**src/rtl/hyp_share_arbiter_if.sv**
```systemverilog
// Bundles the requester fabric, the sqrt-unit handshake and the response
// channel of the shared hypotenuse arbiter.
interface hyp_share_arbiter_if #(
  parameter int unsigned DW   = 32,
  parameter int unsigned NREQ = 4,
  parameter int unsigned IDW  = 2
) ();
  logic [NREQ-1:0]    rq_req;
  logic [NREQ*DW-1:0] rq_s0;
  logic [NREQ*DW-1:0] rq_s1;
  logic [NREQ-1:0]    rq_gnt;
  logic               sq_start;
  logic [DW-1:0]      sq_rad;
  logic               sq_busy;
  logic               sq_valid;
  logic [DW-1:0]      sq_root;
  logic               rs_valid;
  logic               rs_ready;
  logic [IDW-1:0]     rs_id;
  logic [DW-1:0]      rs_hyp;
  logic [1:0]         rs_err;
  logic               ar_busy;

  // Arbiter view
  modport master (
    input  rq_req, rq_s0, rq_s1, sq_busy, sq_valid, sq_root, rs_ready,
    output rq_gnt, sq_start, sq_rad, rs_valid, rs_id, rs_hyp, rs_err, ar_busy
  );

  // Requesters, sqrt unit and response sink view
  modport slave (
    output rq_req, rq_s0, rq_s1, sq_busy, sq_valid, sq_root, rs_ready,
    input  rq_gnt, sq_start, sq_rad, rs_valid, rs_id, rs_hyp, rs_err, ar_busy
  );
endinterface

```
**src/rtl/hyp_share_arbiter.sv**
```systemverilog
// Round-robin arbiter sharing one integer sqrt unit among NREQ hypotenuse
// requesters; screens overflow and zero-side cases and times out the sqrt.
module hyp_share_arbiter #(
  parameter int unsigned DW   = 32,
  parameter int unsigned NREQ = 4,
  parameter int unsigned IDW  = 2,
  parameter int unsigned TMO  = 64
) (
  input  logic                hy_clock,
  input  logic                hy_rst,
  hyp_share_arbiter_if.master bus
);
  localparam int unsigned PW = 2 * DW;
  localparam int unsigned SW = 2 * DW + 1;
  localparam int unsigned CW = $clog2(TMO + 1);

  localparam logic [1:0] ERR_OK  = 2'b00;
  localparam logic [1:0] ERR_OVF = 2'b01;
  localparam logic [1:0] ERR_TMO = 2'b10;

  typedef enum logic [1:0] {S_IDLE, S_CHECK, S_WAIT, S_RESP} state_t;

  state_t         r_state;
  logic [IDW-1:0] r_ptr;
  logic [IDW-1:0] r_id;
  logic [DW-1:0]  r_s0;
  logic [DW-1:0]  r_s1;
  logic [DW-1:0]  r_rad;
  logic [DW-1:0]  r_hyp;
  logic [1:0]     r_err;
  logic [CW-1:0]  r_cnt;
  logic           r_ovf;
  logic           r_zero;
  logic           r_start;
  logic           r_valid;
  logic           r_busy;

  logic            w_found;
  logic [IDW-1:0]  w_idx;
  logic [IDW-1:0]  w_sel;
  logic            w_go;
  logic [NREQ-1:0] w_gnt;
  logic [DW-1:0]   w_s0;
  logic [DW-1:0]   w_s1;
  logic [PW-1:0]   w_sq0;
  logic [PW-1:0]   w_sq1;
  logic [SW-1:0]   w_sum;
  logic            w_ovf;
  logic            w_zero;

  // First requester at or above the pointer, wrapping at NREQ
  always_comb begin
    w_found = 1'b0;
    w_idx   = '0;
    w_sel   = '0;
    for (int unsigned k = 0; k < NREQ; k++) begin
      w_idx = IDW'((32'(r_ptr) + k) % NREQ);
      if (!w_found && bus.rq_req[w_idx]) begin
        w_found = 1'b1;
        w_sel   = w_idx;
      end
    end
  end

  // Sum of squares is one bit wider than 2*DW so two full-scale sides cannot wrap
  always_comb begin
    w_s0   = bus.rq_s0[32'(w_sel) * DW +: DW];
    w_s1   = bus.rq_s1[32'(w_sel) * DW +: DW];
    w_sq0  = PW'(w_s0) * PW'(w_s0);
    w_sq1  = PW'(w_s1) * PW'(w_s1);
    w_sum  = SW'(w_sq0) + SW'(w_sq1);
    w_ovf  = |w_sum[SW-1:DW];
    w_zero = (w_s0 == '0) || (w_s1 == '0);
    w_go   = (r_state == S_IDLE) && w_found && !bus.sq_busy && !hy_rst;
    w_gnt  = w_go ? (NREQ'(1) << w_sel) : '0;
  end

  always_ff @(posedge hy_clock) begin
    if (hy_rst) begin
      r_state <= S_IDLE;
      r_ptr   <= '0;
      r_id    <= '0;
      r_s0    <= '0;
      r_s1    <= '0;
      r_rad   <= '0;
      r_hyp   <= '0;
      r_err   <= ERR_OK;
      r_cnt   <= '0;
      r_ovf   <= 1'b0;
      r_zero  <= 1'b0;
      r_start <= 1'b0;
      r_valid <= 1'b0;
      r_busy  <= 1'b0;
    end else begin
      case (r_state)
        S_IDLE: begin
          if (w_go) begin
            r_id    <= w_sel;
            r_s0    <= w_s0;
            r_s1    <= w_s1;
            r_ovf   <= w_ovf;
            r_zero  <= w_zero;
            // Start and radicand are registered here so they appear during CHECK
            r_start <= !w_ovf && !w_zero;
            r_rad   <= (!w_ovf && !w_zero) ? w_sum[DW-1:0] : '0;
            r_busy  <= 1'b1;
            r_state <= S_CHECK;
          end
        end
        S_CHECK: begin
          r_start <= 1'b0;
          if (r_ovf) begin
            r_hyp   <= '0;
            r_err   <= ERR_OVF;
            r_valid <= 1'b1;
            r_state <= S_RESP;
          end else if (r_zero) begin
            r_hyp   <= r_s0 | r_s1;
            r_err   <= ERR_OK;
            r_valid <= 1'b1;
            r_state <= S_RESP;
          end else begin
            r_cnt   <= '0;
            r_state <= S_WAIT;
          end
        end
        S_WAIT: begin
          r_cnt <= r_cnt + 1'b1;
          // A result arriving on the timeout cycle still wins
          if (bus.sq_valid) begin
            r_hyp   <= bus.sq_root;
            r_err   <= ERR_OK;
            r_valid <= 1'b1;
            r_rad   <= '0;
            r_state <= S_RESP;
          end else if (r_cnt == CW'(TMO - 1)) begin
            r_hyp   <= '0;
            r_err   <= ERR_TMO;
            r_valid <= 1'b1;
            r_rad   <= '0;
            r_state <= S_RESP;
          end
        end
        S_RESP: begin
          if (bus.rs_ready) begin
            r_valid <= 1'b0;
            r_hyp   <= '0;
            r_err   <= ERR_OK;
            r_ptr   <= (32'(r_id) == NREQ - 1) ? '0 : r_id + 1'b1;
            r_busy  <= 1'b0;
            r_state <= S_IDLE;
          end
        end
        default: r_state <= S_IDLE;
      endcase
    end
  end

  assign bus.rq_gnt   = w_gnt;
  assign bus.sq_start = r_start;
  assign bus.sq_rad   = r_rad;
  assign bus.rs_valid = r_valid;
  assign bus.rs_id    = r_id;
  assign bus.rs_hyp   = r_hyp;
  assign bus.rs_err   = r_err;
  assign bus.ar_busy  = r_busy;
endmodule

```
**src/flat_wrapper.sv**
```systemverilog
// flat-port wrapper written by rule: the top's interface ports become plain ports
module hyp_share_arbiter_flat 
#(
  parameter int unsigned DW   = 32,
  parameter int unsigned NREQ = 4,
  parameter int unsigned IDW  = 2,
  parameter int unsigned TMO  = 64
)
  (hy_clock, hy_rst, bus_rq_req, bus_rq_s0, bus_rq_s1, bus_sq_busy, bus_sq_valid, bus_sq_root, bus_rs_ready, bus_rq_gnt, bus_sq_start, bus_sq_rad, bus_rs_valid, bus_rs_id, bus_rs_hyp, bus_rs_err, bus_ar_busy);
  hyp_share_arbiter_if #(.DW(DW), .NREQ(NREQ), .IDW(IDW)) bus_i ();
  input  logic hy_clock;
  input  logic hy_rst;
  input wire logic [$bits(bus_i.rq_req)-1:0] bus_rq_req;
  input wire logic [$bits(bus_i.rq_s0)-1:0] bus_rq_s0;
  input wire logic [$bits(bus_i.rq_s1)-1:0] bus_rq_s1;
  input wire logic [$bits(bus_i.sq_busy)-1:0] bus_sq_busy;
  input wire logic [$bits(bus_i.sq_valid)-1:0] bus_sq_valid;
  input wire logic [$bits(bus_i.sq_root)-1:0] bus_sq_root;
  input wire logic [$bits(bus_i.rs_ready)-1:0] bus_rs_ready;
  output wire logic [$bits(bus_i.rq_gnt)-1:0] bus_rq_gnt;
  output wire logic [$bits(bus_i.sq_start)-1:0] bus_sq_start;
  output wire logic [$bits(bus_i.sq_rad)-1:0] bus_sq_rad;
  output wire logic [$bits(bus_i.rs_valid)-1:0] bus_rs_valid;
  output wire logic [$bits(bus_i.rs_id)-1:0] bus_rs_id;
  output wire logic [$bits(bus_i.rs_hyp)-1:0] bus_rs_hyp;
  output wire logic [$bits(bus_i.rs_err)-1:0] bus_rs_err;
  output wire logic [$bits(bus_i.ar_busy)-1:0] bus_ar_busy;
  assign bus_i.rq_req = bus_rq_req;
  assign bus_i.rq_s0 = bus_rq_s0;
  assign bus_i.rq_s1 = bus_rq_s1;
  assign bus_i.sq_busy = bus_sq_busy;
  assign bus_i.sq_valid = bus_sq_valid;
  assign bus_i.sq_root = bus_sq_root;
  assign bus_i.rs_ready = bus_rs_ready;
  assign bus_rq_gnt = bus_i.rq_gnt;
  assign bus_sq_start = bus_i.sq_start;
  assign bus_sq_rad = bus_i.sq_rad;
  assign bus_rs_valid = bus_i.rs_valid;
  assign bus_rs_id = bus_i.rs_id;
  assign bus_rs_hyp = bus_i.rs_hyp;
  assign bus_rs_err = bus_i.rs_err;
  assign bus_ar_busy = bus_i.ar_busy;
  hyp_share_arbiter #(.DW(DW), .NREQ(NREQ), .IDW(IDW), .TMO(TMO)) u_core (.hy_clock(hy_clock), .hy_rst(hy_rst), .bus(bus_i));
endmodule
```
**config.mk**
```make
export PLATFORM = sky130hd
export DESIGN_NAME = hyp_share_arbiter_flat
export DESIGN_NICKNAME = d
export VERILOG_FILES = /design/src/rtl/hyp_share_arbiter_if.sv /design/src/rtl/hyp_share_arbiter.sv /design/src/flat_wrapper.sv
export SDC_FILE = /design/constraint.sdc
export NUM_CORES = 2
export LEC_CHECK = 0
export BUFFER_PORTS_ARGS = -buffer_cell sky130_fd_sc_hd__buf_2
export CORE_MARGIN = 3
export CORE_UTILIZATION = 30
export CTS_CLUSTER_SIZE = 20
export DETAILED_ROUTE_END_ITERATION = 7
export HOLD_SLACK_MARGIN = 0.12
export SLEW_MARGIN = 5
export SYNTH_ARGS = -nofsm -noshare
export SYNTH_HDL_FRONTEND = slang
export SYNTH_SLANG_ARGS = --single-unit
```
**constraint.sdc**
```tcl
create_clock -name hy_clock -period 14.1 [get_ports hy_clock]
set_input_delay 0.705 -clock hy_clock [delete_from_list [all_inputs] [get_ports hy_clock]]
set_output_delay 0.705 -clock hy_clock [all_outputs]
set_load 0.02 [all_outputs]
```
After elaboration in Yosys (flattened, before gate mapping) --
Cells that the tools add are included.
Operators by class: order comparisons 4, mux-type cells 53, equal/unequal tests 11, reductions and logical operators 32, add/subtract/negate cells 6, bitwise operators 1, multiply operators 2, shift-type cells 3
Operators with widths (number):
- 32-bit two-way mux | 8
- 128-bit by 8-bit variable part select with 32-bit output | 2
- 32-bit by 32-bit multiplier with 64-bit output | 2
- 32-bit case mux with 3 select lines | 1
- 64-bit by 64-bit adder with 65-bit output | 1
- 32-bit zero test | 2
- 32-bit case mux with 2 select lines | 1
- 33-bit OR reduction | 1
- 32-bit bitwise OR | 1
- 2-bit two-way mux | 14
- 1-bit two-way mux | 16
- 7-bit two-way mux | 2
- 7-bit case mux with 2 select lines | 1
- 2-bit by 3-bit < comparator with 1-bit output (second input constant) | 4
- 3-bit AND reduction | 4
- 1-bit binary-select mux with 2-bit select | 4
- 2-bit case mux with 4 select lines | 1
- 2-bit nonzero test | 4
- 7-bit by 1-bit adder with 7-bit output (second input constant) | 1
- 7-bit by 6-bit equality test with 1-bit output (second input constant) | 1
- 1-bit logical AND | 7
- 1-bit zero test | 7
- 2-bit equality test (second input constant) | 3
- 2-bit inequality test (second input constant) | 3
- other kinds (16) | 21
Storage, ports and cells: input port bits 297, register bits after elaboration 148

Depth between registers and ports, before layout --
depth after elaboration 21, gate-level depth with buffers 45, gate-level depth less buffers 38

Worst setup path after synthesis --
Ideal clock, no wire load.
path type input port to flip-flop, from in bus_rq_req[2], to reg u_core.r_rad[11] (netlist: u_core.bus.sq_rad[11]), stages 40, path buffers 8, setup slack 2.541 ns, data arrival time 11.463 ns, required time 14.004 ns, setup time 0.096 ns, cell sequence nor2b_1 -> nor3b_2 -> o22a_1 -> buf_2 -> buf_2 -> buf_1 -> clkbuf_1 -> a31o_2 -> clkbuf_1 -> buf_1 -> nor2_1 -> fa_1 -> inv_1 -> fa_1 -> inv_1 -> fa_1 -> fa_1 -> inv_1 -> (+4 left out) -> fa_1 -> fa_1 -> inv_1 -> fa_1 -> inv_1 -> ha_1 -> clkbuf_1 -> a21oi_1 -> o21ai_0 -> a221oi_1 -> o21bai_1 -> a211oi_2 -> nor3_1 -> or3_1 -> a2111oi_0 -> nand4_1 -> clkbuf_1 -> o41ai_2
On the way: word-level cells in the longest chain between the ends 21, elaborated cells on any way between the ends 42, those cells by class add/sub (1); mul (2); eq/ne (1); shift (2); mux (19); reduce/logical (17)
Ends and longest elaborated chain:
- start: declaration | RTL line flat_wrapper.sv:13 | input wire logic [$bits(bus_i.rq_req)-1:0] bus_rq_req;
- 1-bit binary-select mux with 2-bit select | RTL line hyp_share_arbiter.sv:58 | if (!w_found && bus.rq_req[w_idx]) begin
- 1-bit two-way mux (implied by the code) | RTL line hyp_share_arbiter.sv:58
- 1-bit two-way mux | RTL line hyp_share_arbiter.sv:58
- 1-bit zero test | RTL line hyp_share_arbiter.sv:58
- 1-bit logical AND | RTL line hyp_share_arbiter.sv:58
- 1-bit two-way mux | RTL line hyp_share_arbiter.sv:58
- 1-bit zero test | RTL line hyp_share_arbiter.sv:58
- 1-bit logical AND | RTL line hyp_share_arbiter.sv:58
- (+5 left out)
- 32-bit by 32-bit multiplier with 64-bit output, on equally long branches | RTL line hyp_share_arbiter.sv:69, hyp_share_arbiter.sv:70
- 64-bit by 64-bit adder with 65-bit output | RTL line hyp_share_arbiter.sv:71 | w_sum = SW'(w_sq0) + SW'(w_sq1);
- 33-bit OR reduction | RTL line hyp_share_arbiter.sv:72 | w_ovf = |w_sum[SW-1:DW];
- 1-bit zero test | RTL line hyp_share_arbiter.sv:105 | r_rad <= (!w_ovf && !w_zero) ? w_sum[DW-1:0] : '0;
- 1-bit logical AND | RTL line hyp_share_arbiter.sv:105
- 32-bit two-way mux | RTL line hyp_share_arbiter.sv:105
- 32-bit two-way mux | RTL line hyp_share_arbiter.sv:97 | if (w_go) begin
- 32-bit case mux with 2 select lines | RTL line hyp_share_arbiter.sv:95 | case (r_state)
- end signal: assignment | RTL line hyp_share_arbiter.sv:105
- end: declaration | RTL line hyp_share_arbiter.sv:28 | logic [DW-1:0] r_rad;
Parallel ways exist; a longest one is shown, timed or not. The select of a mux whose other input is x is not followed. A chain may end at the register's enable or synchronous reset.

Final worst setup path --
from in bus_rq_req[1], to reg u_core.r_rad[5] (netlist: u_core.bus.sq_rad[5])
Same word-level chain as after synthesis.

==> results.txt <==
The async set-or-reset flop fraction in the synthesized netlist is 0%. The root buffer cell chosen for the clock tree is sky130_fd_sc_hd__clkbuf_16. By area the synthesized netlist is led by sky130_fd_sc_hd__fa_1 54%, sky130_fd_sc_hd__inv_1 11%, sky130_fd_sc_hd__ha_1 9.9%, sky130_fd_sc_hd__nand2_1 4.6%, sky130_fd_sc_hd__dfxtp_1 4.6%. Counting the fill cells in the layout gives 22225. The met2 layer wire length in the routed design is 117000 um. The path class of the tightest hold or removal check is flip-flop to flip-flop. The synthesized-area fraction occupied by ao, oa, aoi and oai cells is under 10%. The floorplan die area came out at around 0.22 sq mm. The setup fix buffers added after clock tree synthesis is 0. The average wire length per cell after detail routing came out at about 24 um. The fraction of the mapped netlist area in simple logic gates came out at between 10% and 20%.

For this run, the leading register cell type out of synthesis is sky130_fd_sc_hd__dfxtp_1. Dividing the detail-routed via count by the number of cells gives between 4 and 5. The slew at the pin closest to its max-slew limit came out at 1.31 ns. The total global routing track utilization is a little over a fifth. The clock buffer count from CTS came out at 17. The combinational family with the most area after synthesis is adder cells. The final weighted congestion in routability-driven placement came out at around 0.99. A synthesized cell averages between 9 and 10 sq um.

For this run, the slowest stage of the critical path takes around 0.84 ns. The final sum of negative setup slack came out at 0 ns. The total number of clock tree sinks came out at roughly 150.

After legalization and detailed placement, the total HPWL measured between 200000 and 250000 um. The post-CTS resize count is 0. The largest fanout on the critical path is 48. Counting instances in the post-synthesis netlist gives the leading cell types as 1852 x sky130_fd_sc_hd__inv_1, 1743 x sky130_fd_sc_hd__fa_1, 793 x sky130_fd_sc_hd__nand2_1.

The portion of synthesized area spent on multiplexers is around 1.7%. The final-report max-slew violation count is 0. The total via count after detailed routing is approximately 50000. The clock period could shrink to around 13 ns. In this run, synthesis produced a sequential element count of between 100 and 150. The most prevalent standard cell on the critical path is sky130_fd_sc_hd__fa_1. The library cell contributing the largest single delay on the critical path is sky130_fd_sc_hd__a31oi_2. After Yosys synthesis, full adders, half adders and majority gates account for 63.6% of the synthesized area.

The floorplan has 170 rows. Clock skew on the completed layout was measured at about 0.012 ns. The residual antenna-violating net count after detailed routing came out at 0.

The run finished with clean final reports. The remaining max-slew budget at the tightest pin is between 10% and 20%. STA classifies the critical path startpoint as an input port. The number of antenna violations at the first check in global routing is 27. The flop-to-flop setup slack is ~0.90 ns. The I/O pin count came out at roughly 370. In this run, post-CTS hold repair placed 0 buffers. In this run the horizontal extent of the chip is 471 um. The largest area contributor in the synthesized netlist is sky130_fd_sc_hd__fa_1. The hold violation total from the final report came out at 0. Setup repair after global routing left no endpoint under its margin. The detailed router put a total of ~89000 um of wire on met1.

The number of DRC violations after detailed-routing iteration 0 came out at between 3000 and 4000. The total core area came out at 0.215 sq mm. Of the cells placed in the final design, the portion with a size suffix greater than 1 is 9.73%. The most common cell in the synthesized netlist is sky130_fd_sc_hd__inv_1.

Clock-pin slew was measured on the worst setup and hold paths at around 0.070 ns. The vertical die dimension is around 470 um. The area added between synthesis and finish came out at 9.92%. The number of buffers added on ports came out at 371. STA classifies the critical path endpoint as a flip-flop. The maximum number of pins on one net before global-route repair came out at 77. The class of the most critical setup path is input port to flip-flop. The Yosys warning count came out at 0. The H-tree was split into 4 levels. The post-route clock period utilization is between 90 and 100%.

Before antenna repair, the detailed router went through 6 iterations. The clock latency reported for the late side of the worst-skew pair is 0.48 ns. The cell count after synthesis came out at around 7000. The leftover overflow at the end of global routing is 0. Wires add up to about 240000 um. The required time reported for the critical path endpoint came out at roughly 14 ns. The number of distinct library cells after synthesis is 73. In this run the top signal layer used is met5. The area share of the leading cell type in the synthesized netlist came out at around 54%. The length of routed met3 wiring is about 20000 um. Sequential cells were found to cover under 10% of the synthesized design area.

The starting utilization of the core area came out at a little over 30%. Across the run, the number of max-cap violations was 0. The final count of negative-setup-slack endpoints is 0.

In this run the cell area of the synthesized design comes to roughly 0.065 sq mm. The number of enable-type register cells in the synthesized netlist came out at 0. Derived from the worst setup path, the maximum achievable clock frequency is around 0.076 GHz.

The first global-routing pass estimated about 360000 um of wire. The maximum clock path buffer count came out at 2. After Yosys synthesis, XOR and XNOR cells account for about 1.3% of the synthesized area. The via count of the first global-routing pass is ~56000. The final routed DRC violation total came out at 0.

The arrival time at the worst endpoint is between 10 and 15 ns. TritonCTS built the clock tree. After the last flow step, the layout net total stands at 9788.
-- final timing paths --
check | endpoint | cells after the start | start
max | u_core.bus.sq_rad[5] | 35 | bus_rq_req[1]
min reg2reg | u_core.r_s0[19] | 2 | u_core.r_s0[19]
min | u_core.r_s0[19] | 2 | u_core.r_s0[19]
max reg2reg | u_core.bus.sq_rad[5] | 34 | u_core.r_ptr[0]
-- critical path: cells and delay by family --
family / cells / cell delay [ns]
fa+ha+maj: 11 / 5.64
compound gates: 6 / 2.75
simple gates: 8 / 2.29
buf+inv: 9 / 2.01
xor+xnor: 1 / 0.14
-- flip-flops by register name, indices dropped and copies added, names as in the netlist --
| register | count |
|---|---|
| u_core.bus.rs_valid | 1 |
| u_core.r_zero | 1 |
| u_core.r_ovf | 1 |
| u_core.bus.rs_hyp | 32 |
| u_core.r_state | 2 |
| u_core.r_s0 | 32 |
| u_core.bus.rs_id | 2 |
| u_core.bus.rs_err | 2 |
| u_core.r_cnt | 7 |
| u_core.bus.ar_busy | 1 |
| u_core.bus.sq_start | 1 |
| u_core.r_ptr | 2 |
| u_core.bus.sq_rad | 32 |
| u_core.r_s1 | 32 |
-- cell families after synthesis --
kind of cell               Yosys count
AOI/OAI and AO/OA                  552
and+or+nand+nor                   1661
adders and majority gates         2257
DFF                                148
buffers and inverters             2168
muxes                              109
xor gates and xnor gates            93
other                                1
-- cells in the final DEF (no fill, tap or decap), types with 69 or more instances in the layout --
cell type and n:
sky130_fd_sc_hd__fa_1 1743, sky130_fd_sc_hd__buf_4 155, sky130_fd_sc_hd__buf_2 370, sky130_fd_sc_hd__o21ai_0 101
sky130_fd_sc_hd__mux2i_1 69, sky130_fd_sc_hd__inv_1 1852, sky130_fd_sc_hd__nand2_1 792, sky130_fd_sc_hd__dfxtp_1 148
sky130_fd_sc_hd__ha_1 514, sky130_fd_sc_hd__a21oi_1 179, sky130_fd_sc_hd__nor2_1 669
-- stage by stage --
| step | instances | setup WS, ns | cell area (sq um) | hold WS, ns | utilization (%) |
|---|---|---|---|---|---|
| 3_3_place_gp | 10053 | 0.505 | 70700 | 0.436 | 32.9 |
| 6_report | 10097 | 0.890 | 71400 | 0.453 | 33.2 |
| 4_1_cts | 10085 | 0.966 | 71400 | 0.452 | 33.2 |
| 5_1_grt | 10093 | 0.198 | 71400 | 0.474 | 33.2 |
| 2_1_floorplan | 6990 | 2.54 | 65000 | 0.433 | - |
| 3_5_place_dp | 10053 | 0.510 | 70700 | 0.438 | 32.9 |
-- layer usage --
| layer | track usage, % | vias to the layer above |
|---|---|---|
| met5 | 0 | - |
| met4 | 10.5 | 16 |
| met3 | 4.21 | 564 |
| met2 | 37.1 | 2257 |
| met1 | 26.4 | 25935 |
| li1 | - | 21127 |
-- cell type report --
type	count	area, sq um	area share, %
diodes	12	30.0	0.0421
clock buffers	17	425	0.596
clock inverters	15	203	0.284
inverters	1864	7000	9.80
multi-input cells	4674	54100	75.8
flip-flops and latches	148	2960	4.15
well taps	2838	3550	4.97
repair buffers	529	3100	4.34
Power is left out: the tool's default activity adds up to more than one toggle a clock period on the data nets, which glitch-free logic cannot reach.
